$ cat src/rtl/pipe_reg_n_if.sv
// Handshake bus for pipe_reg_n: upstream (in_*) and downstream (out_*) sides of one stage.
// The master modport is the environment that drives beats in and accepts them out.
interface pipe_reg_n_if #(
    parameter int WIDTH = 8,
    parameter int NCH   = 2
);
    localparam int DW = WIDTH * NCH;

    logic          in_valid;
    logic          in_ready;
    logic [DW-1:0] in_data;
    logic          out_valid;
    logic          out_ready;
    logic [DW-1:0] out_data;

    modport master (
        output in_valid, in_data, out_ready,
        input  in_ready, out_valid, out_data
    );

    modport slave (
        input  in_valid, in_data, out_ready,
        output in_ready, out_valid, out_data
    );
endinterface

$ cat src/rtl/pipe_reg_n.sv
// Multi-channel pipeline register: a two-entry skid stage (SKID=1) or a single-entry stage (SKID=0).
// All channels share one valid bit per entry, so they travel as a single packed word.
module pipe_reg_n #(
    parameter int WIDTH = 8,
    parameter int NCH   = 2,
    parameter int SKID  = 1
) (
    input  logic            clk,
    input  logic            reset,
    input  logic            flush,
    pipe_reg_n_if.slave     bus,
    output logic [1:0]      count
);
    localparam int DW = WIDTH * NCH;

    generate
        if (SKID != 0) begin : g_skid
            // State bits double as the entry valids: bit0 = M.valid, bit1 = S.valid.
            typedef enum logic [1:0] {
                ST_EMPTY = 2'b00,
                ST_ONE   = 2'b01,
                ST_FULL  = 2'b11
            } state_t;

            state_t        r_state;
            state_t        w_nxt_state;
            logic [DW-1:0] r_m_data;
            logic [DW-1:0] r_s_data;
            logic          w_acc;
            logic          w_emit;
            logic          w_ld_m;
            logic          w_m_from_s;
            logic          w_ld_s;

            assign bus.in_ready  = !r_state[1] && !flush;
            assign bus.out_valid = r_state[0];
            assign bus.out_data  = r_m_data;
            assign count         = {r_state[1], r_state[0] & ~r_state[1]};

            assign w_acc  = bus.in_valid && bus.in_ready;
            assign w_emit = r_state[0] && bus.out_ready;

            always_comb begin
                w_nxt_state = r_state;
                w_ld_m      = 1'b0;
                w_m_from_s  = 1'b0;
                w_ld_s      = 1'b0;
                case (r_state)
                    ST_EMPTY: begin
                        if (w_acc) begin
                            w_nxt_state = ST_ONE;
                            w_ld_m      = 1'b1;
                        end
                    end
                    ST_ONE: begin
                        if (w_acc && w_emit) begin
                            w_ld_m = 1'b1;
                        end else if (w_acc) begin
                            w_nxt_state = ST_FULL;
                            w_ld_s      = 1'b1;
                        end else if (w_emit) begin
                            w_nxt_state = ST_EMPTY;
                        end
                    end
                    ST_FULL: begin
                        if (w_emit) begin
                            w_nxt_state = ST_ONE;
                            w_m_from_s  = 1'b1;
                        end
                    end
                    default: w_nxt_state = ST_EMPTY;
                endcase
            end

            always_ff @(posedge clk) begin
                if (reset || flush) begin
                    r_state  <= ST_EMPTY;
                    r_m_data <= '0;
                    r_s_data <= '0;
                end else begin
                    r_state <= w_nxt_state;
                    if (w_ld_m)
                        r_m_data <= bus.in_data;
                    else if (w_m_from_s)
                        r_m_data <= r_s_data;
                    if (w_ld_s)
                        r_s_data <= bus.in_data;
                    else if (w_m_from_s)
                        r_s_data <= '0;
                end
            end
        end else begin : g_single
            logic          r_m_vld;
            logic [DW-1:0] r_m_data;
            logic          w_acc;
            logic          w_emit;

            // Refilling in the same cycle as the drain needs out_ready combinationally.
            assign bus.in_ready  = (!r_m_vld || bus.out_ready) && !flush;
            assign bus.out_valid = r_m_vld;
            assign bus.out_data  = r_m_data;
            assign count         = {1'b0, r_m_vld};

            assign w_acc  = bus.in_valid && bus.in_ready;
            assign w_emit = r_m_vld && bus.out_ready;

            always_ff @(posedge clk) begin
                if (reset || flush) begin
                    r_m_vld  <= 1'b0;
                    r_m_data <= '0;
                end else if (w_acc) begin
                    r_m_vld  <= 1'b1;
                    r_m_data <= bus.in_data;
                end else if (w_emit) begin
                    r_m_vld  <= 1'b0;
                end
            end
        end
    endgenerate
endmodule

$ cat src/flat_wrapper.sv
// flat-port wrapper written by rule: the top's interface ports become plain ports
module pipe_reg_n_flat 
#(
    parameter int WIDTH = 8,
    parameter int NCH   = 2,
    parameter int SKID  = 1
)
  (clk, reset, flush, count, bus_in_valid, bus_in_data, bus_out_ready, bus_in_ready, bus_out_valid, bus_out_data);
  pipe_reg_n_if #(.WIDTH(WIDTH), .NCH(NCH)) bus_i ();
  input  logic clk;
  input  logic reset;
  input  logic flush;
  output logic [1:0] count;
  input wire logic [$bits(bus_i.in_valid)-1:0] bus_in_valid;
  input wire logic [$bits(bus_i.in_data)-1:0] bus_in_data;
  input wire logic [$bits(bus_i.out_ready)-1:0] bus_out_ready;
  output wire logic [$bits(bus_i.in_ready)-1:0] bus_in_ready;
  output wire logic [$bits(bus_i.out_valid)-1:0] bus_out_valid;
  output wire logic [$bits(bus_i.out_data)-1:0] bus_out_data;
  assign bus_i.in_valid = bus_in_valid;
  assign bus_i.in_data = bus_in_data;
  assign bus_i.out_ready = bus_out_ready;
  assign bus_in_ready = bus_i.in_ready;
  assign bus_out_valid = bus_i.out_valid;
  assign bus_out_data = bus_i.out_data;
  pipe_reg_n #(.WIDTH(WIDTH), .NCH(NCH), .SKID(SKID)) u_core (.clk(clk), .reset(reset), .flush(flush), .bus(bus_i), .count(count));
endmodule
$ cat config.mk
export PLATFORM = sky130hd
export DESIGN_NAME = pipe_reg_n_flat
export DESIGN_NICKNAME = d
export VERILOG_FILES = /design/src/rtl/pipe_reg_n_if.sv /design/src/rtl/pipe_reg_n.sv /design/src/flat_wrapper.sv
export SDC_FILE = /design/constraint.sdc
export NUM_CORES = 1
export LEC_CHECK = 0
export CAP_MARGIN = 20
export CORE_ASPECT_RATIO = 0.6
export CORE_UTILIZATION = 51
export CTS_CLUSTER_SIZE = 10
export DETAILED_ROUTE_END_ITERATION = 6
export PLACE_DENSITY = 0.83
export SLEW_MARGIN = 10
export SYNTH_ARGS = -nofsm -noshare
export SYNTH_HDL_FRONTEND = slang
export SYNTH_SLANG_ARGS = --single-unit
$ cat constraint.sdc
create_clock -name clk -period 3.75 [get_ports clk]
set_input_delay 0.75 -clock clk [delete_from_list [all_inputs] [get_ports clk]]
set_output_delay 0.75 -clock clk [all_outputs]
set_load 0.02 [all_outputs]
==> flow_metrics.py, run 1 <==
metrics = {
    "outcome": {
        "status": "finished clean",
    },
    "floorplanning": {
        "fp.dieH_um": 45.17,
        "die_w_um": 73.95,
        "num_rows": 15,
        "core_um2": 2909,
        "pin_count": 41,
        "die_area_um2": 3340,
        "initial_core_util_pct": 54.45,
    },
    "power": {
        "total_power_w": 0.0007126,
        "p_leak_nw": 0.9665,
        "power_density_nw_per_um2": 340.0,
        "peakVddDrop_v": 0.0002232,
    },
    "synth": {
        "synth_cells": 168,
        "ys.warnings.count": 0,
        "yosysSeqAreaShare_pct": 42.97,
        "ys_ff_latch": 34,
        "synth_area_um2": 1584,
        "yosysUniqueCellTypes": 23,
        "syn_nets": 193,
        "syn_avg_cell_area_um2": 9.429,
    },
    "finish": {
        "drive_gt1_share_pct": 5.797,
        "final-seq-area_um2": 680.7,
        "layout.nets": 232,
        "num_antenna_cells": 0,
        "multiInputGateArea_um2": 852.1,
        "area_growth_pct": 32.31,
        "nFillCells": 230,
    },
    "detailed_routing": {
        "drt-initial-drc-count": 62,
        "drtPass1Iterations": 4,
        "final_antenna_net_count": 0,
        "vias": 1308,
        "wl_per_cell_um": 13.98,
        "vias_per_cell": 5.253,
        "drt_wl_total_um": 3482,
        "route.detailed.drc": 0,
    },
    "critical_path": {
        "path_max_fanout": 3,
        "cp-start-kind": "primary input",
        "r2r_slack_ns": 1.55,
        "crit_type": "in2out",
        "crit_required_ns": 3.00,
        "endpoint_kind": "output pin",
        "critical_path_arrival_ns": 1.99,
    },
    "sta": {
        "fin_skew_ns": 0.004581,
        "fmax_ghz": 0.3653,
        "finalHoldViolCount": 0,
        "slew_headroom_pct": 55.99,
        "worst_pin_slew_ns": 0.6584,
        "fin_ws_ns": 1.013,
        "setup_viol_count_final": 0,
        "post-route-period-util_pct": 72.99,
        "timing.setup.tns_ns": 0,
        "slew_violations": 0,
        "rsz0062_at_grt": "no",
        "fin_crit_ns": 2.737,
    },
    "clock_tree": {
        "path_clk_slew_ns": 0.06,
        "postCtsSetupBuffers": 0,
        "htree_levels": 2,
        "clk_latency_ns": 0.29,
        "tritoncts": "built",
        "cts_resized": 0,
        "hold_buffers": 0,
        "cts_buffers": 5,
        "clockBufferDepth": 2,
        "root_buffer": "clkbuf_8",
        "cts.sinks": 34,
    },
    "global_route": {
        "grt_remaining_overflow": 0,
        "grt_max_degree": 35,
        "grt_use_total_pct": 22.96,
        "grt_pass1_vias": 1281,
        "grt_pass1_wl_um": 5609,
        "antenna_found_initial": 0,
    },
    "place": {
        "dp.final_hpwl_um": 2376,
        "pre_cts_ws_ns": 0.9854,
        "place.gp.congestion": 0.7813,
        "io_buffers": 40,
    },
    "run": {
        "max-cap-violations": 0,
    },
    "min_path": {
        "min_path_type": "reg2reg",
    },
}
-- cell usage after synthesis --
cell type	number	area, um^2
dfxtp_1	34	680.7
nor2_1	34	127.6
mux2i_1	32	320.3
and2_1	17	106.4
a211oi_1	16	120.1
clkbuf_1	8	30.03
ha_1	4	50.05
a21oi_1	3	15.01
inv_1	3	11.26
buf_2	2	10.01
o21ai_0	2	10.01
or4_1	2	15.01
a31oi_1	1	6.260
and3_1	1	6.260
buf_1	1	3.750
nand2_1	1	3.750
nand3_1	1	5.000
nand3_4	1	17.52
nor2b_1	1	6.260
nor3b_4	1	18.77
o21ai_1	1	5.000
o2bb2ai_1	1	8.760
or2_2	1	6.260
-- cell type report --
| cell class | instances | share of cell area, % |
|---|---|---|
| Multi-Input combinational cell | 120 | 40.66 |
| Clock buffer | 7 | 3.642 |
| Timing Repair Buffer | 43 | 20.18 |
| Inverter | 3 | 0.5373 |
| Sequential cell | 34 | 32.48 |
| Tap cell | 42 | 2.507 |
-- final timing paths --
kind / startpoint / end / cells past startpoint
worst max register to register: u_core.g_skid.r_state[1]$_SDFFE_PP0P_ / u_core.g_skid.r_s_data[9]$_SDFFE_PP0P_ / 6
worst max-delay path: flush / bus_in_ready / 3
worst min register to register: u_core.g_skid.r_s_data[9]$_SDFFE_PP0P_ / u_core.bus.out_data[9]$_SDFFE_PP0P_ / 2
worst min-delay path: u_core.g_skid.r_s_data[9]$_SDFFE_PP0P_ / u_core.bus.out_data[9]$_SDFFE_PP0P_ / 2
-- logic make-up (layout without fill, tap and decap cells) --
kind of cell	Yosys count	after routing	synth area share (%)
AO/OA/AOI/OAI	24	24	10.43
adder cells (fa/ha/maj)	4	4	3.160
buffers and inverters	14	53	3.475
flip-flops	34	34	42.97
multiplexers	32	32	20.22
AND/OR/NAND/NOR	60	60	19.75
-- power breakdown --
| part | leakage, nW | internal [W] | switching (W) | total [W] |
|---|---|---|---|---|
| combinational | 0.653 | 0.0000452 | 0.0000433 | 0.0000885 |
| sequential | 0.275 | 0.000368 | 0.00000465 | 0.000373 |
| clock | 0.0383 | 0.000128 | 0.000123 | 0.000251 |
| total | 0.967 | 0.000541 | 0.000171 | 0.000713 |
-- critical path, cell delays in order --
cell and delay (ns):
clkdlybuf4s50_1 0.47, nor2_1 0.15, clkdlybuf4s50_1 0.62
-- state kept, by name, indices dropped and copies added, names as in the netlist --
signal	count
u_core.g_skid.r_s_data	16
u_core.bus.out_data	16
u_core.g_skid.r_state	2
-- cell usage in the layout, fill, tap and decap left out, types with 2 or more instances in the layout --
cell / count
clkbuf_1: 2
a21oi_1: 3
a211oi_1: 16
o21ai_0: 2
buf_4: 3
inv_1: 3
nor2_1: 34
or4_1: 2
mux2i_1: 32
and2_1: 17
dfxtp_1: 34
clkbuf_8: 5
clkdlybuf4s50_1: 40
ha_1: 4
-- routing by layer --
| metal | vias to the layer above | global-route usage, % | share of wire, % |
|---|---|---|---|
| met5 | - | 0 | 0 |
| met4 | 0 | 13.08 | 2.0 |
| met3 | 11 | 6.250 | 3.7 |
| met2 | 26 | 37.45 | 48 |
| met1 | 615 | 27.84 | 47 |
| li1 | 656 | - | - |
-- through the flow --
stage                     cell area, um^2  utilization, %  std cells  hold WS [ns]
after floorplan                      1584               -        168        0.5202
after global placement               2019           69.42        242        0.5308
after detailed placement             2019           69.42        242        0.5472
after CTS                            2096           72.04        249        0.5626
after global routing                 2096           72.04        249        0.5830
final                                2096           72.04        249        0.5578
Note: power is estimated with default switching activity, not from simulation.
==> run 2, diff against run 1 <==
- CORE_UTILIZATION: 51 -> 48
- PLACE_DENSITY: 0.83 -> 0.79
- clock period: 3.75 -> 2.6 ns (I/O delays scaled with it)
==> run 2 against run 1 <==
Against the previous run: core utilization shrank 2.0 points; clock power is 40% higher; sequential power is 44% higher; non-clock buffer count unchanged; critical path type unchanged; largest power group unchanged; clock skew barely moved.
==> flow_metrics.py, run 2 (same netlist as run 1, synthesis figures left out) <==
metrics = {
    "global_route": {
        "use_met3_pct": 6.337,
        "grt_pass1_vias": 1258,
        "grt_max_degree": 35,
        "grt_use_total_pct": 20.98,
        "top_usage_layer": "met2",
        "grt_remaining_overflow": 0,
        "met1_usage_pct": 24.85,
        "grt_pass1_wl_um": 5589,
        "antenna_found_initial": 0,
        "grtUsageMet2_pct": 37.27,
    },
    "sta": {
        "slew_violations": 0,
        "slew_headroom_pct": 47.34,
        "fmax_ghz": 0.4379,
        "setup_viol_count_final": 0,
        "fin_skew_ns": 0.004323,
        "rsz0062_at_grt": "no",
        "post-route-period-util_pct": 87.84,
        "fin_crit_ns": 2.284,
        "worst_pin_slew_ns": 0.7869,
        "finalHoldViolCount": 0,
        "timing.setup.tns_ns": 0,
        "fin_ws_ns": 0.3162,
    },
    "clock_tree": {
        "cts_resized": 0,
        "postCtsSetupBuffers": 0,
        "clockBufferDepth": 2,
        "tritoncts": "built",
        "htree_levels": 2,
        "cts.sinks": 34,
        "root_buffer": "clkbuf_8",
        "cts_buffers": 5,
        "clk_latency_ns": 0.27,
        "path_clk_slew_ns": 0.06,
        "hold_buffers": 0,
    },
    "finish": {
        "most-common-layout-cells": "40 x clkdlybuf4s50_1, 34 x nor2_1, 34 x dfxtp_1, 32 x mux2i_1, 17 x and2_1",
        "drive_gt1_share_pct": 5.797,
        "fin_cells": 249,
        "num_antenna_cells": 0,
        "multiInputGateArea_um2": 859.6,
        "final-seq-area_um2": 680.7,
        "layout_commonest_cell": "clkdlybuf4s50_1",
        "nFillCells": 232,
        "final_util_pct": 70.04,
        "stdcell_area_um2": 2103,
        "area_growth_pct": 32.78,
        "layout.nets": 232,
    },
    "critical_path": {
        "crit_required_ns": 2.08,
        "critPathTopFamily": "buffers and inverters",
        "critical_path_arrival_ns": 1.76,
        "cp_cell_sequence": "clkdlybuf4s50_1 > nor2_1 > clkdlybuf4s50_1",
        "cp_slowest_stage_delay_ns": 0.62,
        "endpoint_kind": "output pin",
        "crit_top_cell": "clkdlybuf4s50_1",
        "path_max_fanout": 3,
        "r2r_slack_ns": 0.57,
        "crit_buf_inv": 2,
        "crit_type": "in2out",
        "reg2reg_from": "u_core.g_skid.r_state[0]$_SDFFE_PP0P_",
        "cp-start-kind": "primary input",
        "reg2reg_depth": 5,
        "slowest_stage": "clkdlybuf4s50_1",
        "r2r-end": "u_core.bus.out_data[5]$_SDFFE_PP0P_",
    },
    "detailed_routing": {
        "vias_per_cell": 5.153,
        "drt-initial-drc-count": 52,
        "vias": 1283,
        "route.detailed.drc": 0,
        "drt_wl_total_um": 3402,
        "drtPass1Iterations": 4,
        "wl_per_cell_um": 13.66,
        "final_antenna_net_count": 0,
    },
    "floorplanning": {
        "core_um2": 3003,
        "die_area_um2": 3541,
        "num_rows": 15,
        "fp.dieH_um": 46.50,
        "pin_count": 41,
        "die_w_um": 76.16,
        "initial_core_util_pct": 52.75,
    },
    "place": {
        "placed_cell_area_um2": 2019,
        "dp.cells": 242,
        "pre_cts_ws_ns": 0.007314,
        "dp.final_hpwl_um": 2353,
        "io_buffers": 40,
        "place.gp.congestion": 0.8641,
    },
    "min_path": {
        "holdPathEnd": "u_core.bus.out_data[1]$_SDFFE_PP0P_",
        "hp-start": "u_core.g_skid.r_s_data[1]$_SDFFE_PP0P_",
        "holdPathStages": 2,
        "min_path_type": "reg2reg",
    },
    "power": {
        "p_leak_nw": 0.9684,
        "power_density_nw_per_um2": 482.7,
        "peakVddDrop_v": 0.0003260,
    },
    "outcome": {
        "status": "finished clean",
    },
    "run": {
        "max-cap-violations": 0,
    },
}
## run 2: cell counts in the layout (fill, tap and decap cells not counted)
No cell type changed its count.
## run 2: power by group
| group | switching [W] | internal [W] | total, W |
|---|---|---|---|
| registers | 0.00000665 | 0.000531 | 0.000538 |
| logic | 0.0000625 | 0.0000639 | 0.000126 |
| clock network | 0.000167 | 0.000184 | 0.000351 |
| total | 0.000236 | 0.000779 | 0.00102 |
## run 2: layout make-up
cell class              instances  share of cell area (%)
well taps                      42                   2.499
repair buffers                 43                   20.11
clock buffers                   7                   3.629
inverters                       3                  0.5354
multi-input cells             120                   40.87
flip-flops and latches         34                   32.36
## run 2: metal layers
metal | part of all wire (%) | wire length, um
met1 | 49 | 1665
met3 | 4.4 | 150
met4 | 0.53 | 18
met2 | 46 | 1567
met5 | 0 | 0
## run 2: through the flow
step	hold slack [ns]	total power, W
3_3_place_gp	0.5286	0.0006700
6_report	0.5440	0.001015
2_1_floorplan	0.5202	0.0006077
4_1_cts	0.5523	0.001027
5_1_grt	0.5736	0.001061
3_5_place_dp	0.5431	0.0006746
## run 2: worst max-delay path by stage
stage / startpoint / to / cells after the start
floorplan: u_core.g_skid.r_state[1]$_SDFFE_PP0P_ / u_core.bus.out_data[1]$_SDFFE_PP0P_ / 7
global placement: bus_out_ready / u_core.bus.out_data[11]$_SDFFE_PP0P_ / 5
detailed placement: bus_out_ready / u_core.bus.out_data[5]$_SDFFE_PP0P_ / 5
CTS: u_core.g_skid.r_state[0]$_SDFFE_PP0P_ / u_core.bus.out_data[5]$_SDFFE_PP0P_ / 5
global route: flush / bus_in_ready / 3
finish: flush / bus_in_ready / 3
## run 2: tightest hold or removal path, stage by stage (launching register included)
cell and delay, ns:
dfxtp_1 0.30, mux2i_1 0.11, a211oi_1 0.08
